$ cat src/rtl/rdt_pkg.sv
// Shared types and widths for the reaction-timer block.
// Latency: n/a (declarations only).
// Backpressure: n/a.
//
// Contents: FSM state enum and the common 14-bit count width used by the
// delay counter and the reaction counter.
package rdt_pkg;

   // Width of delay and reaction arithmetic; 14 bits covers up to 16383 ticks.
   localparam int COUNT_W = 14;

   typedef enum logic [1:0] {
      IDLE       = 2'd0,
      WAIT_DELAY = 2'd1,
      WAIT_REACT = 2'd2,
      RESULT     = 2'd3
   } rdt_state_t;

endpackage

$ cat src/rtl/tick_gen.sv
// Prescaler producing a one-cycle tick every CLK_HZ/TICK_HZ clocks.
// Latency: first tick CLK_HZ/TICK_HZ cycles after the edge that samples clr.
// Backpressure: none; free-running except for the synchronous clr.
//
// Ports:
//   clk50M - clock, rising edge
//   reset  - asynchronous active-high reset, clears the count
//   clr    - synchronous restart of the count (phase-aligns ticks to a run start)
//   tick   - one-cycle pulse at the end of each period
module tick_gen #(
   parameter int CLK_HZ  = 50000000,
   parameter int TICK_HZ = 1000
) (
   input  logic clk50M,
   input  logic reset,
   input  logic clr,
   output logic tick
);

   localparam int DIV = ((CLK_HZ / TICK_HZ) < 1) ? 1 : (CLK_HZ / TICK_HZ);
   localparam int CW  = (DIV > 1) ? $clog2(DIV) : 1;
   localparam logic [CW-1:0] LAST = CW'(DIV - 1);

   logic [CW-1:0] cnt;

   always_ff @(posedge clk50M or posedge reset) begin
      if (reset) begin
         cnt <= '0;
      end else if (clr || (cnt == LAST)) begin
         cnt <= '0;
      end else begin
         cnt <= cnt + 1'b1;
      end
   end

   // Suppressed during clr so a restart never emits a stale tick.
   assign tick = (cnt == LAST) && !clr;

endmodule

$ cat src/rtl/random_delay_timer.sv
// Reaction timer: waits MIN_DELAY_TICKS+random_num ticks, lights go, counts ticks until react.
// Latency: go rises the cycle after the tick that ends the delay; done pulses the first cycle in RESULT.
// Backpressure: none; start is ignored while busy, react is ignored outside a run.
//
// Ports:
//   clk50M       - clock, rising edge
//   reset        - asynchronous active-high reset, aborts any run without a done pulse
//   random_num   - 12-bit random delay, captured on the accepted start
//   start        - start request (accepted in IDLE or RESULT)
//   react        - user button
//   go           - stimulus light, high in WAIT_REACT
//   busy         - high in WAIT_DELAY and WAIT_REACT
//   done         - one-cycle pulse on entry into RESULT
//   false_start  - sticky: run ended by a press during the delay
//   timeout      - sticky: no press within MAX_REACT_TICKS
//   reaction_ms  - measured reaction time in ticks
// Build option: RDT_FALSE_START_EN enables false-start detection; when
// undefined, react during the delay is ignored and false_start is tied low.
module random_delay_timer
   import rdt_pkg::*;
#(
   parameter int CLK_HZ          = 50000000,
   parameter int TICK_HZ         = 1000,
   parameter int MIN_DELAY_TICKS = 1000,
   parameter int MAX_REACT_TICKS = 9999
) (
   input  logic        clk50M,
   input  logic        reset,
   input  logic [11:0] random_num,
   input  logic        start,
   input  logic        react,
   output logic        go,
   output logic        busy,
   output logic        done,
   output logic        false_start,
   output logic        timeout,
   output logic [13:0] reaction_ms
);

   localparam logic [COUNT_W-1:0] MIN_D = COUNT_W'(MIN_DELAY_TICKS);
   localparam logic [COUNT_W-1:0] MAX_R = COUNT_W'(MAX_REACT_TICKS);
   localparam logic [COUNT_W-1:0] ONE   = COUNT_W'(1);

   rdt_state_t         state, nxt_state;
   logic [COUNT_W-1:0] delay_cnt, nxt_delay;
   logic [COUNT_W-1:0] react_cnt, nxt_react;
   logic [COUNT_W-1:0] react_inc;
   logic               timeout_q, nxt_timeout;
   logic               done_q;
   logic               start_acc;
   logic               tick;

   tick_gen #(
      .CLK_HZ  (CLK_HZ),
      .TICK_HZ (TICK_HZ)
   ) u_tick_gen (
      .clk50M (clk50M),
      .reset  (reset),
      .clr    (start_acc),
      .tick   (tick)
   );

`ifdef RDT_FALSE_START_EN
   logic fs_q, nxt_fs;
`endif

   assign react_inc = react_cnt + 1'b1;

   always_comb begin
      nxt_state   = state;
      nxt_delay   = delay_cnt;
      nxt_react   = react_cnt;
      nxt_timeout = timeout_q;
      start_acc   = 1'b0;
      go          = 1'b0;
      busy        = 1'b0;
`ifdef RDT_FALSE_START_EN
      nxt_fs      = fs_q;
`endif
      case (state)
         IDLE, RESULT: begin
            if (start) begin
               start_acc   = 1'b1;
               nxt_delay   = MIN_D + COUNT_W'(random_num);
               nxt_react   = '0;
               nxt_timeout = 1'b0;
`ifdef RDT_FALSE_START_EN
               nxt_fs      = 1'b0;
`endif
               nxt_state   = WAIT_DELAY;
            end
         end
         WAIT_DELAY: begin
            busy = 1'b1;
`ifdef RDT_FALSE_START_EN
            if (react) begin
               nxt_fs    = 1'b1;
               nxt_delay = '0;
               nxt_state = RESULT;
            end else
`endif
            if (tick) begin
               // <= 1 rather than == 1 so a zero-length delay cannot wrap.
               if (delay_cnt <= ONE) begin
                  nxt_delay = '0;
                  nxt_state = WAIT_REACT;
               end else begin
                  nxt_delay = delay_cnt - 1'b1;
               end
            end
         end
         WAIT_REACT: begin
            busy = 1'b1;
            go   = 1'b1;
            // react has priority over a coincident tick: the count stays frozen.
            if (react) begin
               nxt_state = RESULT;
            end else if (tick) begin
               if (react_inc >= MAX_R) begin
                  nxt_react   = MAX_R;
                  nxt_timeout = 1'b1;
                  nxt_state   = RESULT;
               end else begin
                  nxt_react = react_inc;
               end
            end
         end
         default: nxt_state = IDLE;
      endcase
   end

   always_ff @(posedge clk50M or posedge reset) begin
      if (reset) begin
         state     <= IDLE;
         delay_cnt <= '0;
         react_cnt <= '0;
         timeout_q <= 1'b0;
         done_q    <= 1'b0;
`ifdef RDT_FALSE_START_EN
         fs_q      <= 1'b0;
`endif
      end else begin
         state     <= nxt_state;
         delay_cnt <= nxt_delay;
         react_cnt <= nxt_react;
         timeout_q <= nxt_timeout;
         // Registered so the pulse lines up with the first cycle spent in RESULT.
         done_q    <= (nxt_state == RESULT) && (state != RESULT);
`ifdef RDT_FALSE_START_EN
         fs_q      <= nxt_fs;
`endif
      end
   end

   assign done        = done_q;
   assign timeout     = timeout_q;
   assign reaction_ms = react_cnt;
`ifdef RDT_FALSE_START_EN
   assign false_start = fs_q;
`else
   assign false_start = 1'b0;
`endif

endmodule

$ cat config.mk
export PLATFORM = sky130hd
export DESIGN_NAME = random_delay_timer
export DESIGN_NICKNAME = d
export VERILOG_FILES = /design/src/rtl/rdt_pkg.sv /design/src/rtl/tick_gen.sv /design/src/rtl/random_delay_timer.sv
export SDC_FILE = /design/constraint.sdc
export NUM_CORES = 1
export LEC_CHECK = 0
export BUFFER_PORTS_ARGS = -buffer_cell sky130_fd_sc_hd__buf_2
export CAP_MARGIN = 20
export CORE_MARGIN = 3
export CORE_UTILIZATION = 59
export CTS_CLUSTER_DIAMETER = 30
export CTS_CLUSTER_SIZE = 24
export DETAILED_ROUTE_END_ITERATION = 8
export GPL_TIMING_DRIVEN = 0
export PLACE_DENSITY = 0.88
export SLEW_MARGIN = 20
export SYNTH_ARGS = -nofsm -noshare
export SYNTH_HDL_FRONTEND = slang
export SYNTH_SLANG_ARGS = --single-unit
$ cat constraint.sdc
create_clock -name clk50M -period 2.5 [get_ports clk50M]
set_input_delay 0.125 -clock clk50M [delete_from_list [all_inputs] [get_ports clk50M]]
set_output_delay 0.125 -clock clk50M [all_outputs]
set_load 0.1 [all_outputs]
# Word-level counts from Yosys, hierarchy flattened

Cells that the tools add are included.

Bits in registers: 48
Word-level logic and storage cells: 61
Input bits: 16
Output and inout port bits: 19

$add $sub $neg: 4
$lt $le $gt $ge: 2
Equal/unequal tests: 11
Mux-type cells: 26
Reduce and logical (&&, ||, !) cells: 12

Operators with widths:

| operator               | count |
|---|---|
| $mux 14                | 7 |
| $pmux 14 s2            | 2 |
| $add 16x1->16 const B  | 1 |
| $eq 16x16->1 const B   | 1 |
| $mux 16                | 1 |
| $add 14x1->14 const B  | 1 |
| $ge 14x14->1 const B   | 1 |
| $le 14x1->1 const B    | 1 |
| $sub 14x1->14 const B  | 1 |
| $add 10x12->13 const A | 1 |
| $mux 2                 | 6 |
| $ne 2x2->1 const B     | 6 |
| $mux 1                 | 8 |
| $eq 2x2->1 const B     | 3 |
| $pmux 2 s3             | 1 |
| $reduce_and 5->1       | 1 |
| $reduce_and 4->1       | 1 |
| $reduce_bool 2->1      | 2 |
| $reduce_or 2->1        | 2 |
| $reduce_and 3->1       | 1 |
| $eq 2x1->1 const B     | 1 |
| $logic_and 1x1->1      | 2 |
| $logic_not 2->1        | 1 |
| $pmux 1 s2             | 1 |
| 2 further kinds        | 2 |

# Logic depth before layout (Yosys ltp)

Gate-level depths: netlist of the first run.

Word-level depth: 10
Mapped depth: 11
Gate-level depth less buffers: 9

# Modules after synthesis

From an unflattened synthesis of the first run, not the netlist that was laid out.

Cell total of the unflattened synthesis: 371
Area total of the unflattened synthesis: 3156.8 µm²

Modules (own cells, without submodules):

| module             | seq. area each (µm²) | area each (µm²) | times used | cells each |
|---|---|---|---|---|
| random_delay_timer | 800.8                | 2346.0          | 1          | 288 |
| tick_gen           | 400.4                | 810.8           | 1          | 83 |

# Least setup slack after synthesis of the first run

No wires, ideal clock.

Kind: reg2reg
Start: reg react_cnt[0], in the netlist reaction_ms[0]
End: reg react_cnt[5], in the netlist reaction_ms[5]
Clock period less this slack: 3.021 ns
Data arrival time: 2.903 ns
Data required time: 2.382 ns
Buffers on the path: 3
Library setup time: 0.118 ns
Cell stages (with the launch flop): 12
Path slack: -0.521 ns
Path through: dfrtp_1 > ha_1 > clkbuf_1 > and2_1 > buf_4 > and3_1 > a31oi_1 > a21oi_2 > a21oi_2 > buf_4 > o221a_2 > a21o_1

Longest elaborated chain between the ends: 6

RTL lines:

| element                  | RTL line                  | text |
|---|---|---|
| start: declaration       | random_delay_timer.sv:46  | `logic [COUNT_W-1:0] react_cnt, nxt_react;` |
| start signal: assignment | random_delay_timer.sv:145 | `react_cnt <= nxt_react;` |
| $add 14x1->14 *          | random_delay_timer.sv:67  | `assign react_inc = react_cnt + 1'b1;` |
| $ge 14x14->1             | random_delay_timer.sv:119 | `if (react_inc >= MAX_R) begin` |
| $mux 14 *                | random_delay_timer.sv:119 |  |
| $mux 14 *                | random_delay_timer.sv:118 | `end else if (tick) begin` |
| $mux 14 *                | random_delay_timer.sv:116 | `if (react) begin` |
| $pmux 14 s2 *            | random_delay_timer.sv:80  | `case (state)` |

Mark *: on every way between the ends. The rest lies on a longest branch, timed or not. The select of a mux whose other input is x is not followed.
A chain may end at the register's enable or synchronous reset.

# Final worst setup path of the first run

Start: reg react_cnt[1], in the netlist reaction_ms[1]
End: reg done_q, in the netlist done

Longest elaborated chain between the ends: 8

RTL lines:

| element                | RTL line                  | text |
|---|---|---|
| $add 14x1->14          | random_delay_timer.sv:67  |  |
| $ge 14x14->1           | random_delay_timer.sv:119 |  |
| $mux 2                 | random_delay_timer.sv:119 |  |
| $mux 2                 | random_delay_timer.sv:118 |  |
| $mux 2                 | random_delay_timer.sv:116 |  |
| $pmux 2 s3             | random_delay_timer.sv:80  |  |
| net nxt_state[0]       | random_delay_timer.sv:44  | `rdt_state_t state, nxt_state;` |
| $eq 2x2->1             | random_delay_timer.sv:148 | `done_q <= (nxt_state == RESULT) && (state != RESULT);` |
| $logic_and 1x1->1      | random_delay_timer.sv:148 |  |
| end signal: assignment | random_delay_timer.sv:148 |  |
| end: declaration       | random_delay_timer.sv:49  | `logic done_q;` |

The timed path passes the listed nets, and every way through them passes these cells.

==> summary.md, run 1 <==
| Metric | Value |
|---|---|
| RSZ-0062 raised after global routing | `false` |
| Fraction of registers with async set or reset after synthesis | `1.000` |
| Final hold slack | `0.1289 ns` |
| Die width | `79.37 um` |
| Mean instance size in the synthesized netlist | `8.653 um^2` |
| Non-Filler Cell Area, Final | `0.003682 mm^2` |
| Proportion of layout cells with a drive suffix above 1 | `0.2287` |
| Number of remaining DRC errors | `0` |
| Die footprint | `0.006299 mm^2` |
| Fin worst setup slack | `0.04801 ns` |
| Clock tree skew after final layout | `0.01093 ns` |
| Core area | `0.005172 mm^2` |
| Power density of the placed cells | `406.0 mW/mm^2` |
| Cell area reported after detailed placement | `0.003493 mm^2` |
| Final weighted congestion in routability-driven placement | `0.9149` |
| Count leader, synth | `sky130_fd_sc_hd__dfrtp_1` |
| Synth top cells by count | `sky130_fd_sc_hd__dfrtp_1, sky130_fd_sc_hd__nor2_1, sky130_fd_sc_hd__nand2_1, sky130_fd_sc_hd__o21ai_0, sky130_fd_sc_hd__a21oi_1` |
| Result of the run | `finished, final reports clean` |
| Adder and majority cell fraction of the synthesized area | `0.03546` |
| Number of sinks handled by clock tree synthesis | `48` |
| Post-layout nets | `435` |
| Root Buffer Master | `sky130_fd_sc_hd__clkbuf_8` |
| Number of diodes | `0` |
| Average wire per cell in the routed design | `16.38 um` |
| Post-Route Utilization | `0.7119` |
| Final-report max-slew violation count | `0` |
| Category of the worst setup path capture point | `register` |
| Vias in the first global route | `2,909` |
| Wire length of the first global-routing pass | `13,100 um` |
| Most area-hungry cell type in the Yosys netlist | `sky130_fd_sc_hd__dfrtp_1` |
| Tot Pwr | `1.495 mW` |
| Clock slew at the register clock pins of the worst setup and hold paths | `0.09 ns` |
| Cell total after placement | `471` |
| Category of the critical setup timing path | `register to register` |
| Largest cells by area after synthesis | `sky130_fd_sc_hd__dfrtp_1, sky130_fd_sc_hd__nor2_1, sky130_fd_sc_hd__xnor2_1` |
| Via count normalized by instance count | `6.353` |
| Final period utilization | `0.9808` |
| Worst slew margin relative to its limit | `0.5179` |
| DR pass1 iterations | `6` |
| Largest buffer count on any clock path | `2` |
| Share of the synthesized area in the top cell type | `0.3783` |
| Post-layout min period | `2.452 ns` |
| Detailed Route WL | `7880 um` |
| Global route total overflow | `0` |
| Die outline height | `79.37 um` |
| Total global routing track utilization | `0.2599` |
| Combinational family with the most area after synthesis | `simple AND/OR/NAND/NOR gates` |
| Post-synthesis net count | `392` |
| Fraction of synthesized area in multiplexers | `0` |
| Startpoint class of the critical path | `register` |
| Most used flip-flop cell after synthesis | `sky130_fd_sc_hd__dfrtp_1` |
| Number of hold-slack violations in the final timing report | `0` |
| Number of maximum-capacitance violations | `0` |
| Final HPWL DP | `5670 um` |
| Cell-by-cell trace of the critical path | `buf_4, and3_4, and3_1, or4_1, a22o_1, a21oi_2, buf_6, o211ai_2, and3b_1` |
| Maximum number of pins on one net before global-route repair | `26` |
| Req. time, crit path | `2.69 ns` |
| Via count of the routed design | `3,056` |
| Simple logic cell fraction of the synthesized area | `0.2589` |
| Slew of the pin with the lowest slew margin | `0.7180 ns` |
| DRT iter0 DRCs | `289` |
| Number of levels in the clock H-tree | `2` |
| Number of enable-type register cells in the synthesized netlist | `0` |
| Final-report setup violation count | `0` |
| Achievable frequency | `0.4078 GHz` |
| Seq/Total Area, Yosys | `0.3783` |
| Synth Area in XOR/XNOR | `0.06895` |
| Reg area | `0.001220 mm^2` |
| Sequential Power Share | `0.528` |
| Number of filler instances in the final layout | `412` |
| Slowest cell on crit path | `sky130_fd_sc_hd__dfrtp_4` |
| Compound-gate portion of the synthesized area | `0.2143` |
| Number of rows in the core area | `26` |
| Internal | `1.120 mW` |
| Class of the most critical hold timing path | `input pin to register` |
| Switching component of the power | `0.3748 mW` |
| Area of the mapped netlist | `0.003176 mm^2` |
| Maximum ir drop on the vdd rail | `0.0004163 V` |
| # IOs | `35` |
| Antenna-violating nets left | `0` |
| Count of input and output buffers | `33` |
| Number of buffers created by CTS | `5` |
| Switching power share of the total | `0.2507` |
| Yosys warning total | `0` |
| Buf/Inv on CP | `2` |
| Area delta synth->final | `15.96%` |
| Non-filler instance count after layout | `481` |
| Peak per-stage delay on the critical path | `0.51 ns` |
| Leak | `1.637 nW` |
| CP delay by family, top | `simple AND/OR/NAND/NOR gates` |
| Cells after synthesis | `367` |
| Area of the multi-input gates | `0.001914 mm^2` |
| Worst slack after detailed placement | `-0.08811 ns` |
| Initial standard-cell utilization of the core | `0.6139` |
| Arrival time worst endpoint | `2.65 ns` |
| Skew-Pair Late Insertion Delay | `0.31 ns` |
| Initial antenna violation count | `0` |
| Number of distinct library cells after synthesis | `57` |
| Seq cells post-synth | `48` |
| Power share of the clock group | `0.379` |
| Accumulated negative setup slack | `0 ns` |
| Part of the power in combinational logic | `0.093` |
| Critical-path maximum fanout | `10` |
| CTS tree | `done` |
-- placed cells by master, fill, tap and decap left out, drive strengths merged, types with 3 or more instances in the layout --
cell	count
o211a	3
nor4	6
o221a	3
o21a	3
inv	16
o21ai	25
a21oi	19
nand3	16
buf	46
and2	3
nor3	15
and3	12
clkbuf	10
or3	7
xnor2	16
or2	4
o41ai	3
o32ai	4
ha	9
a21o	4
dfrtp	48
or4	3
nand2	29
o31ai	3
nor2	44
a22o	12
xor2	9
a31oi	6
nand4	7
-- state kept, by name, summed over array words and instances, names as in the netlist --
name,count
done,1
reaction_ms,14
delay_cnt,14
state,2
timeout,1
u_tick_gen.cnt,16
-- area by class of cell --
type,instances,share of cell area
Buffer,13,0.02039
Clock buffer,6,0.01971
Clock inverter,2,0.009514
Inverter,16,0.01631
Multi-Input combinational cell,288,0.5199
Sequential cell,48,0.3313
Tap cell,70,0.02379
Timing Repair Buffer,38,0.05912
-- worst paths after layout --
kind / from / end / slack [ns] / depth (start not counted)
min in group asynchronous: reset / u_tick_gen.cnt[13] / 0.40 / 3
max reg2reg: reaction_ms[1] / done / 0.05 / 9
max: reaction_ms[1] / done / 0.05 / 9
min: random_num[0] / delay_cnt[0] / 0.13 / 3
max in group asynchronous: reset / reaction_ms[1] / 1.57 / 4
min reg2reg: u_tick_gen.cnt[0] / u_tick_gen.cnt[0] / 0.49 / 1
-- worst register-to-register path: cells and delay by family (launching register included) --
kind	cells	cell delay, ns
DFF	1	0.51
buffers and inverters	2	0.34
AOI/OAI and AO/OA	3	0.52
and+or+nand+nor	4	0.98
-- cell families after synthesis --
group | Yosys count
fa+ha+maj | 9
simple gates | 155
buf+inv | 31
compound gates | 98
flops | 48
other cells | 1
xor+xnor | 25
-- power by group through the flow --
| stage | Combinational [mW] | Clock (mW) | Sequential, mW |
|---|---|---|---|
| floorplan | 0.0550 | 0 | 0.842 |
| finish | 0.140 | 0.566 | 0.789 |
| global route | 0.151 | 0.601 | 0.790 |
| CTS | 0.138 | 0.571 | 0.789 |
| detailed placement | 0.131 | 0 | 0.807 |
| global placement | 0.125 | 0 | 0.807 |
-- routing by layer --
metal | part of all wire | track usage
met1 | 0.42 | 0.3380
met2 | 0.50 | 0.4310
met3 | 0.053 | 0.04308
met4 | 0.024 | 0.1048
met5 | 0 | 0
-- repair_timing --
item | 4_1_cts | 5_1_grt
pin swaps | 0 | 2
hold buffers | 1 | 0
hold endpoints to repair | 23 | 0
endpoints found under the setup margin | 8 | 27
setup buffers | 2 | 1
gates resized for setup | 1 | 14
(Power assumes the default switching activity.)
==> inputs of run 2 (changes only) <==
PLACE_DENSITY = unset   (was 0.88)
PLACE_DENSITY_LB_ADDON = 0.1   (was unset)
==> run 2 against run 1 <==
Final area grew 0.14%. Highest routed layer unchanged. Non-clock buffer count increased by 3. Routed wire length down 1.8%. Largest cell class unchanged. Combinational power about the same. Die area unchanged. Critical path type unchanged.
==> summary.md, run 2 (synthesis results as in run 1) <==
| Metric | Value |
|---|---|
| Number of levels in the clock H-tree | `2` |
| Leak | `1.644 nW` |
| Startpoint class of the critical path | `register` |
| Final HPWL DP | `5492 um` |
| Number of buffers created by CTS | `5` |
| Number of diodes | `0` |
| Final-report max-slew violation count | `0` |
| Wire length of the first global-routing pass | `12,740 um` |
| Worst slew margin relative to its limit | `0.5026` |
| Arrival time worst endpoint | `2.64 ns` |
| Result of the run | `finished, final reports clean` |
| DRT iter0 DRCs | `318` |
| Total global routing track utilization | `0.2572` |
| Vias in the first global route | `2,695` |
| Initial standard-cell utilization of the core | `0.6139` |
| Clock tree skew after final layout | `0.01036 ns` |
| Worst Setup SP | `reaction_ms[0]` |
| Biggest register | `u_tick_gen.cnt` |
| Commonest cells after routing, fill and taps aside | `sky130_fd_sc_hd__nor2_1, sky130_fd_sc_hd__buf_2, sky130_fd_sc_hd__dfrtp_1, sky130_fd_sc_hd__nand2_1, sky130_fd_sc_hd__o21ai_0` |
| Final weighted congestion in routability-driven placement | `0.9051` |
| Number of remaining DRC errors | `0` |
| Crit path top cell by count | `sky130_fd_sc_hd__buf_4` |
| Post-layout min period | `2.432 ns` |
| DR pass1 iterations | `5` |
| Via count of the routed design | `3,000` |
| CP delay by family, top | `simple AND/OR/NAND/NOR gates` |
| Critical-path maximum fanout | `10` |
| Number of rows in the core area | `26` |
| Via count normalized by instance count | `6.198` |
| Final period utilization | `0.9728` |
| # IOs | `35` |
| Proportion of layout cells with a drive suffix above 1 | `0.2367` |
| Accumulated negative setup slack | `0 ns` |
| Class of the most critical hold timing path | `input pin to register` |
| CTS tree | `done` |
| Die footprint | `0.006299 mm^2` |
| Buf/Inv on CP | `2` |
| Cell-by-cell trace of the critical path | `buf_4, and3_4, and3_1, or4_1, a22o_1, a21oi_2, buf_4, o211ai_2, and3b_1` |
| Req. time, crit path | `2.71 ns` |
| Category of the worst setup path capture point | `register` |
| Initial antenna violation count | `0` |
| Category of the critical setup timing path | `register to register` |
| Detailed Route WL | `7736 um` |
| Number of sinks handled by clock tree synthesis | `48` |
| Leading cell type in the layout, fill and taps excluded | `sky130_fd_sc_hd__nor2_1` |
| Average wire per cell in the routed design | `15.98 um` |
| Achievable frequency | `0.4112 GHz` |
| Clock slew at the register clock pins of the worst setup and hold paths | `0.10 ns` |
| Worst slack after detailed placement | `0.03939 ns` |
| Maximum ir drop on the vdd rail | `0.0002811 V` |
| Die width | `79.37 um` |
| Skew-Pair Late Insertion Delay | `0.31 ns` |
| Die outline height | `79.37 um` |
| Largest buffer count on any clock path | `2` |
| Slowest cell on crit path | `sky130_fd_sc_hd__dfrtp_4` |
| Non-filler instance count after layout | `484` |
| Peak per-stage delay on the critical path | `0.52 ns` |
| Post-layout nets | `438` |
| Maximum number of pins on one net before global-route repair | `28` |
| Max reg flops | `16` |
| Final-report setup violation count | `0` |
| RSZ-0062 raised after global routing | `false` |
| Core area | `0.005172 mm^2` |
| Root Buffer Master | `sky130_fd_sc_hd__clkbuf_8` |
| Global route total overflow | `0` |
| Slew of the pin with the lowest slew margin | `0.7408 ns` |
| Number of hold-slack violations in the final timing report | `0` |
| Power density of the placed cells | `409.9 mW/mm^2` |
| Worst hold start | `random_num[0]` |
| Cell total after placement | `471` |
| Beginning of the worst register-to-register path | `reaction_ms[0]` |
| Area delta synth->final | `16.12%` |
| Count of input and output buffers | `33` |
| Number of maximum-capacitance violations | `0` |
| Antenna-violating nets left | `0` |
| Fin worst setup slack | `0.06807 ns` |
-- run 2: cell types whose count changed in the layout (fill, tap and decap cells not counted), moves of 2 or more --
cell	previous run	this run
sky130_fd_sc_hd__o21ai_0	22	25
sky130_fd_sc_hd__buf_4	5	8
sky130_fd_sc_hd__clkinv_4	0	2
sky130_fd_sc_hd__o21ai_1	3	0
-- run 2: metal layers --
metal  GRT usage  vias up  wire (um)
li1            -     1433          -
met1      0.3599     1418       3544
met2      0.3880      136       3570
met3     0.05669       13        495
met4     0.09966        0        126
met5           0        -          0
-- run 2: timing repair --
action                                 4_1_cts  5_1_grt
pin swaps                                    1        2
buffers inserted                             1        4
resized for setup                            0       10
hold buffers                                 1        0
endpoints found under the hold margin       21        0
gates cloned                                 0        0
setup endpoints to repair                    3       27
-- run 2: path summary, 6_finish.rpt --
kind                                     end  slack [ns]  cells after the start
setup / recovery                        done        0.07                      9
hold / removal                  delay_cnt[0]        0.11                      3
setup reg to reg                        done        0.07                      9
hold reg to reg            u_tick_gen.cnt[0]        0.47                      1
max in group asynchronous           state[0]        1.61                      4
min in group asynchronous      delay_cnt[13]        0.38                      3
-- run 2: final cells by class --
type | instances | area [um^2]
multi-input cells | 288 | 1897
fillers | 411 | 1485
flip-flops and latches | 48 | 1221
repair buffers | 40 | 232.7
well taps | 70 | 87.58
plain buffers | 14 | 72.57
clock buffers | 5 | 68.82
inverters | 16 | 60.06
clock inverters | 3 | 47.55
-- run 2: power breakdown --
group	leakage [nW]	switching (mW)	total, mW	internal [mW]
registers	0.568	0.00805	0.790	0.782
clock network	0.0583	0.282	0.584	0.302
logic	1.02	0.0963	0.138	0.0414
-- run 2: worst register-to-register path, stage by stage, from the launching register on --
cell and delay, ns:
sky130_fd_sc_hd__dfrtp_4 0.52, sky130_fd_sc_hd__buf_4 0.16, sky130_fd_sc_hd__and3_4 0.16, sky130_fd_sc_hd__and3_1 0.20, sky130_fd_sc_hd__or4_1 0.40, sky130_fd_sc_hd__a22o_1 0.24
sky130_fd_sc_hd__a21oi_2 0.16, sky130_fd_sc_hd__buf_4 0.20, sky130_fd_sc_hd__o211ai_2 0.11, sky130_fd_sc_hd__and3b_1 0.18
-- run 2: stage by stage --
| step | utilization | power (mW) | hold WS [ns] | instance area, um^2 |
|---|---|---|---|---|
| final | 0.7129 | 1.511 | 0.1149 | 3687 |
| after global routing | 0.7129 | 1.569 | 0.1249 | 3687 |
| after CTS | 0.7013 | 1.516 | 0.1106 | 3627 |
| after detailed placement | 0.6754 | 0.9381 | 0.1871 | 3493 |
| after global placement | 0.6715 | 0.9316 | 0.4313 | 3473 |
| after floorplan | - | 0.8971 | 0.3306 | 3221 |
